`config.mk`:
```
export PLATFORM = sky130hd
export DESIGN_NAME = rainbow_sequencer
export DESIGN_NICKNAME = d
export VERILOG_FILES = /design/src/rtl/rainbow_sequencer.sv
export SDC_FILE = /design/constraint.sdc
export NUM_CORES = 1
export LEC_CHECK = 0
export ABC_AREA = 1
export BUFFER_PORTS_ARGS = -buffer_cell sky130_fd_sc_hd__buf_2
export CAP_MARGIN = 20
export CORE_ASPECT_RATIO = 0.5
export CORE_UTILIZATION = 45
export CTS_CLUSTER_DIAMETER = 60
export CTS_CLUSTER_SIZE = 8
export DETAILED_ROUTE_END_ITERATION = 6
export SETUP_SLACK_MARGIN = 0.5
export SYNTH_ARGS = -nofsm -noshare
export SYNTH_HDL_FRONTEND = slang
export SYNTH_SLANG_ARGS = --single-unit
```
`constraint.sdc`:
```
create_clock -name clk -period 4.05 [get_ports clk]
set_input_delay 0.6075 -clock clk [delete_from_list [all_inputs] [get_ports clk]]
set_output_delay 0.6075 -clock clk [all_outputs]
set_load 0.01 [all_outputs]
```
`src/rtl/rainbow_sequencer.sv`:
```
// Hue-wheel sequencer. It steps a six-phase RGB colour wheel on each
// end-of-fade edge, and it drives a 2-bit rise/fall/hold command per
// channel. A per-phase watchdog forces the wheel forward when a fade
// stage never reports completion.
module rainbow_sequencer #(
   parameter logic [31:0] TIMEOUT_CYCLES = 32'd750000000
) (
   input  logic       clk,
   input  logic       rst,
   input  logic       start,
   input  logic       stop,
   input  logic       fade_done,
   output logic [1:0] r_mode,
   output logic [1:0] g_mode,
   output logic [1:0] b_mode,
   output logic [2:0] phase,
   output logic       busy,
   output logic       cycle_done,
   output logic       stall
);

   // Phase states use their wheel index as the encoding, so the phase output is the state itself.
   typedef enum logic [2:0] {
      S_P0   = 3'd0,
      S_P1   = 3'd1,
      S_P2   = 3'd2,
      S_P3   = 3'd3,
      S_P4   = 3'd4,
      S_P5   = 3'd5,
      S_IDLE = 3'd6
   } state_t;

   localparam logic [1:0] M_OFF  = 2'b00;
   localparam logic [1:0] M_RISE = 2'b01;
   localparam logic [1:0] M_FALL = 2'b10;
   localparam logic [1:0] M_ON   = 2'b11;

   state_t      r_state;
   state_t      w_next;
   logic        r_fd_q;
   logic        r_fd_q2;
   logic [31:0] r_wdog;
   logic        w_adv_edge;
   logic        w_busy;
   logic        w_expire;
   logic        w_adv;
   logic        w_wrap;
   logic        w_stall;

   // Concatenated {r, g, b} channel commands for a state.
   function automatic logic [5:0] mode_decode(input state_t s);
      logic [5:0] m;
      case (s)
         S_P0:    m = {M_ON,   M_RISE, M_OFF };
         S_P1:    m = {M_FALL, M_ON,   M_OFF };
         S_P2:    m = {M_OFF,  M_ON,   M_RISE};
         S_P3:    m = {M_OFF,  M_FALL, M_ON  };
         S_P4:    m = {M_RISE, M_OFF,  M_ON  };
         S_P5:    m = {M_ON,   M_OFF,  M_FALL};
         default: m = {M_OFF,  M_OFF,  M_OFF };
      endcase
      return m;
   endfunction

   // Next phase around the wheel, wrapping P5 back to P0.
   function automatic state_t next_phase(input state_t s);
      state_t n;
      case (s)
         S_P0:    n = S_P1;
         S_P1:    n = S_P2;
         S_P2:    n = S_P3;
         S_P3:    n = S_P4;
         S_P4:    n = S_P5;
         default: n = S_P0;
      endcase
      return n;
   endfunction

   assign w_adv_edge = r_fd_q & ~r_fd_q2;
   assign w_busy     = (r_state != S_IDLE);
   assign w_expire   = w_busy && (r_wdog == (TIMEOUT_CYCLES - 32'd1));
   assign w_adv      = w_busy && (w_adv_edge || w_expire);

   // fade_done history runs every cycle so a level already high at start never looks like an edge.
   always_ff @(posedge clk) begin
      if (rst) begin
         r_fd_q  <= 1'b0;
         r_fd_q2 <= 1'b0;
      end else begin
         r_fd_q  <= fade_done;
         r_fd_q2 <= r_fd_q;
      end
   end

   // State register.
   always_ff @(posedge clk) begin
      if (rst) begin
         r_state <= S_IDLE;
      end else begin
         r_state <= w_next;
      end
   end

   // Next state and pulse qualifiers; stop outranks both start and any advance.
   always_comb begin
      w_next  = r_state;
      w_wrap  = 1'b0;
      w_stall = 1'b0;
      if (r_state == S_IDLE) begin
         if (start && !stop) begin
            w_next = S_P0;
         end
      end else if (stop) begin
         w_next = S_IDLE;
      end else if (w_adv) begin
         w_next  = next_phase(r_state);
         w_wrap  = (r_state == S_P5);
         w_stall = w_expire && !w_adv_edge;
      end
   end

   // Watchdog restarts on every state change and idles at zero outside the wheel.
   always_ff @(posedge clk) begin
      if (rst) begin
         r_wdog <= 32'd0;
      end else if (!w_busy || (w_next != r_state)) begin
         r_wdog <= 32'd0;
      end else begin
         r_wdog <= r_wdog + 32'd1;
      end
   end

   // Registered outputs decoded from the next state so they line up with the state register.
   always_ff @(posedge clk) begin
      if (rst) begin
         {r_mode, g_mode, b_mode} <= 6'd0;
         phase      <= 3'd0;
         busy       <= 1'b0;
         cycle_done <= 1'b0;
         stall      <= 1'b0;
      end else begin
         {r_mode, g_mode, b_mode} <= mode_decode(w_next);
         phase      <= (w_next == S_IDLE) ? 3'd0 : 3'(w_next);
         busy       <= (w_next != S_IDLE);
         cycle_done <= w_wrap;
         stall      <= w_stall;
      end
   end

endmodule

```
Word-level counts from Yosys, hierarchy flattened. Index checks and enable logic that the tools add are counted.

Register bits: 49. Bits in latches: 0. Output and inout port bits: 12. ROM bits: 0. Bits in writable memories: 0. Memories: 0.

$lt $le $gt $ge: 0. Eq/ne operators: 16. Mux-type cells: 6. Reduce and logical (&&, ||, !) cells: 14. Multiply operators: 0. Bitwise logic cells: 3. Add/sub/neg operators: 1. Shift operators: 0. Divide/modulo/power cells: 0.

Operators by type and width (count): $pmux 6 s6 (1); $add 32x1->32 const B (1); $eq 32x30->1 const B (1); $eq 3x3->1 const B (6); $pmux 3 s5 (1); $eq 3x2->1 const B (4); $mux 3 (4); $eq 3x1->1 const B (2); $logic_not 3->1 (2); $ne 3x3->1 const B (2); $logic_and 1x1->1 (4); $reduce_or 2->1 (2); $reduce_or 4->1 (1); $logic_not 1->1 (3); $ne 3x3->1 (1); $logic_or 1x1->1 (2); $not 1->1 (2); $and 1x1->1 (1).

Longest topological paths before layout.
Depth after elaboration: 10. Depth in mapped cells: 15. Depth with buffers taken out: 15.

Least setup slack after synthesis. No wires, ideal clock.

Kind: register to register. Start point: register r_wdog[0]. End point: register r_wdog[5]. Cell stages (with the launch flop): 16. Setup slack: 2.165 ns. Data arrival time: 1.769 ns. Period minus slack after synthesis: 1.885 ns. Required time: 3.933 ns. Path through: dfxtp_1 ha_1 nand3_2 clkinv_1 nand2_1 nor2_1 nand3_2 nand2_4 nand2_2 nand2_1 nand2_2 nand2_2 nand2_2 nand4_4 buf_6 nor2_2.

Cells in the longest elaborated chain, start to end: 10. Elaborated cells between the ends (all ways): 11. Those cells by class: add/sub (1); eq/ne (2); mux (3); reduce/logical (5).

RTL lines: start: declaration (line 42) `logic [31:0] r_wdog;`; start signal: assignment (line 129) `r_wdog <= r_wdog + 32'd1;`; $eq 32x30->1 (line 81) `assign w_expire = w_busy && (r_wdog == (TIMEOUT_CYCLES - 32'd1));`; $logic_and 1x1->1 (line 81); $logic_or 1x1->1 (line 82) `assign w_adv = w_busy && (w_adv_edge || w_expire);`; $logic_and 1x1->1 (line 82); $mux 3 (line 115) `end else if (w_adv) begin`; $mux 3 (line 113) `end else if (stop) begin`; $mux 3 (line 109) `if (r_state == S_IDLE) begin`; $ne 3x3->1 (line 126) `end else if (!w_busy || (w_next != r_state)) begin`; $logic_or 1x1->1 (line 126); $reduce_or 2->1 (no line).

Parallel ways exist; a longest one is shown, timed or not. A chain may end at the register's enable or synchronous reset.

Worst setup path after layout.
Start point: register r_wdog[0]. End point: register r_wdog[13].

The elaborated chain is that of the path after synthesis.

==> flow_metrics.env <==
export IMPL_relSlewSlack_pct=53.57
export IMPL_whs_path_depth=2
export IMPL_rsz0062_at_grt="false"
export IMPL_synthCells=334
export IMPL_max_cap_violations=0
export IMPL_avgSynthCellArea_um2=7.473
export IMPL_reg2reg_slack_ns=1.56
export IMPL_io_buffers=16
export IMPL_cts_tree="built"
export IMPL_cts_buffer_depth=2
export IMPL_postCtsSetupRepairBufs=0
export IMPL_viasPerCell=4.868
export IMPL_period_minus_slack_ns=2.492
export IMPL_fp_coreArea_um2=5135
export IMPL_max_vdd_ir_drop_v=0.0001936
export IMPL_grt_max_degree=33
export IMPL_overflow=0
export IMPL_routed_wl_mm=5.177
export IMPL_h_tree_depth=2
export IMPL_die_width_um=107.3
export IMPL_fin_crit_sh_pct=61.53
export IMPL_grt_pass1_wl_mm=8.756
export IMPL_root_buffer="clkbuf_8"
export IMPL_max_freq_mhz=401.3
export IMPL_async_reset_ff_share_pct=0
export IMPL_p_leak_uw=0.0009920
export IMPL_reg2regPathDepth=13
export IMPL_yosysTopAreaCellShare_pct=39.30
export IMPL_synth_top_family_by_area="simple AND/OR/NAND/NOR gates"
export IMPL_worst_slew_pin_slew_ns=0.6951
export IMPL_cts_buffers_inserted=5
export IMPL_antenna_found_initial=0
export IMPL_grt_pass1_vias=1913
export IMPL_dr_pass1_iters=4
export IMPL_ioPinCount=17
export IMPL_vias=2064
export IMPL_worst_setup_path_start_kind="flip-flop"
export IMPL_clock_latency_ns=0.31
export IMPL_clkSinkCount=49
export IMPL_ys_types=25
export IMPL_fin_ws_ns=1.558
export IMPL_worstHoldEndpoint="r_fd_q2"
export IMPL_path_max_fanout=32
export IMPL_synth_compound_gate_area_share_pct=1.955
export IMPL_synth_seq_cells=49
export IMPL_synthAdderAreaFrac_pct=0.5013
export IMPL_fin_util_pct=53.39
export IMPL_highest_layer="met4"
export IMPL_hpwl_mm=3.957
export IMPL_synthFlopType="dfxtp_1"
export IMPL_hold_worst_slack_ns=0.4471
export IMPL_gp_congestion=0.9434
export IMPL_met1_length_mm=2.662
export IMPL_synth_xor_area_share_pct=10.53
export IMPL_dr_wl_met2_mm=2.217
export IMPL_dieArea_um2=5867
export IMPL_drt_iter0_drc=97
export IMPL_ys_seq_area_share_pct=39.30
export IMPL_finalMaxSlewViolations=0
export IMPL_synth_simple_area_share_pct=37.19
export IMPL_final_cells=424
export IMPL_rows=18
export IMPL_yosysMostFrequentCell="inv_1"
export IMPL_synthMuxAreaShare_pct=0
export IMPL_arrival_ns=2.72
export IMPL_hold_violations=0
export IMPL_fin_skew_ns=0.004862
export IMPL_cts_hold_buf=0
export IMPL_place_ws_ns=1.536
export IMPL_grt_total_usage_pct=19.69
export IMPL_nets=359
export IMPL_r2r_start="r_wdog[0]"
export IMPL_setup_tns_ns=0
export IMPL_place_inst=416
export IMPL_hp_class="flip-flop to flip-flop"
export IMPL_fillers=509
export IMPL_final_setup_viol_count=0
export IMPL_hp_start="r_fd_q"
export IMPL_drive_gt1_share_pct=20.06
export IMPL_wire_per_inst_um=12.21
export IMPL_reg2reg_to="r_wdog[13]"
export IMPL_syn_area_um2=2496
export IMPL_n_antenna_cell=0
export IMPL_syn_nets=340
export IMPL_drc=0
export IMPL_cp_end_kind="flip-flop"
export IMPL_ys_top_cells_by_area="dfxtp_1, inv_1, nor2_2"
export IMPL_crit_type="flip-flop to flip-flop"
export IMPL_status="finished, final reports clean"
export IMPL_cts_resized=0
export IMPL_synth_edf_count=0
export IMPL_yosys_warnings=0
export IMPL_die_h_um=54.67
export IMPL_worst_endpoint_required_ns=4.28
export IMPL_start_util_pct=48.61
export IMPL_area_growth_pct=9.825
export IMPL_clkTransAtPathRegs_ns=0.09
export IMPL_met3_length_um=233
export IMPL_synthTopCellsByCount="inv_1, dfxtp_1, nand2_1, nor2_1, nor2_2"
export IMPL_p_per_area_nw_per_um2=329.6
export IMPL_yosysTopAreaCell="dfxtp_1"
export IMPL_drtAntennaViolNets=0
## how the worst max path moves through the flow
| stage | to | slack [ns] | from |
|---|---|---|---|
| 3_5_place_dp | r_wdog[29] | 1.54 | r_wdog[0] |
| 3_3_place_gp | r_wdog[23] | 1.67 | r_wdog[0] |
| 2_1_floorplan | r_wdog[5] | 2.16 | r_wdog[0] |
| 5_1_grt | r_wdog[13] | 1.26 | r_wdog[0] |
| 6_report | r_wdog[13] | 1.56 | r_wdog[0] |
| 4_1_cts | r_wdog[29] | 1.53 | r_wdog[0] |
## power breakdown
group          switching, µW  internal (µW)
clock network            170            185
registers               4.68            490
logic                   37.9           16.0
## state kept, by name, indices dropped and copies added, names as in the netlist, 2 cells and up
name / cells
r_wdog: 32
phase: 3
r_state: 3
b_mode: 2
g_mode: 2
r_mode: 2
## final cells by class
type | count | area (µm²) | share of cell area (%)
Tap cell | 70 | 87.58 | 3.195
Inverter | 60 | 225.2 | 8.215
Clock buffer | 5 | 68.82 | 2.510
Multi-Input combinational cell | 221 | 1252 | 45.69
Timing Repair Buffer | 16 | 80.08 | 2.921
Clock inverter | 3 | 46.29 | 1.689
Sequential cell | 49 | 980.9 | 35.78
## worst max-delay path: stages, from the launching register on
cell	delay, ns
dfxtp_1	0.39
ha_1	0.22
nand3_2	0.15
clkinv_1	0.09
nand2_1	0.04
nor2_1	0.10
nand3_2	0.12
nand2_4	0.11
a21oi_1	0.08
nand2_2	0.10
nand2_2	0.12
nand2_2	0.10
nand4_4	0.52
nor2_2	0.27
## through the flow
| stage | power, µW | cell area, µm² |
|---|---|---|
| after floorplan | 548.4 | 2496 |
| after global placement | 558.8 | 2626 |
| after detailed placement | 559.5 | 2626 |
| after CTS | 915.1 | 2741 |
| after global routing | 940.8 | 2741 |
| final | 903.4 | 2741 |
## logic make-up (layout without fill, tap and decap cells)
| group | count (synthesis) | in the layout |
|---|---|---|
| buf+inv | 64 | 84 |
| fa+ha+maj | 1 | 1 |
| xor+xnor | 30 | 30 |
| flops | 49 | 49 |
| simple gates | 181 | 181 |
| compound gates | 9 | 9 |
## metal layers
layer	vias up	track usage (%)
met5	-	0
met4	0	5.251
met3	9	5.000
met2	47	33.23
met1	935	25.63
li1	1073	-
## layout by cell type, fill, tap and decap left out, types with 6 or more instances in the layout
| cell | n |
|---|---|
| buf_2 | 16 |
| nand4_1 | 10 |
| dfxtp_1 | 49 |
| nor4_1 | 7 |
| a21oi_1 | 6 |
| xor2_1 | 22 |
| nand3_1 | 19 |
| nor3_1 | 15 |
| nor2_2 | 34 |
| nand2_1 | 48 |
| nor2_1 | 34 |
| inv_1 | 59 |
| xnor2_1 | 8 |
Power figures use the tool's default switching activity.
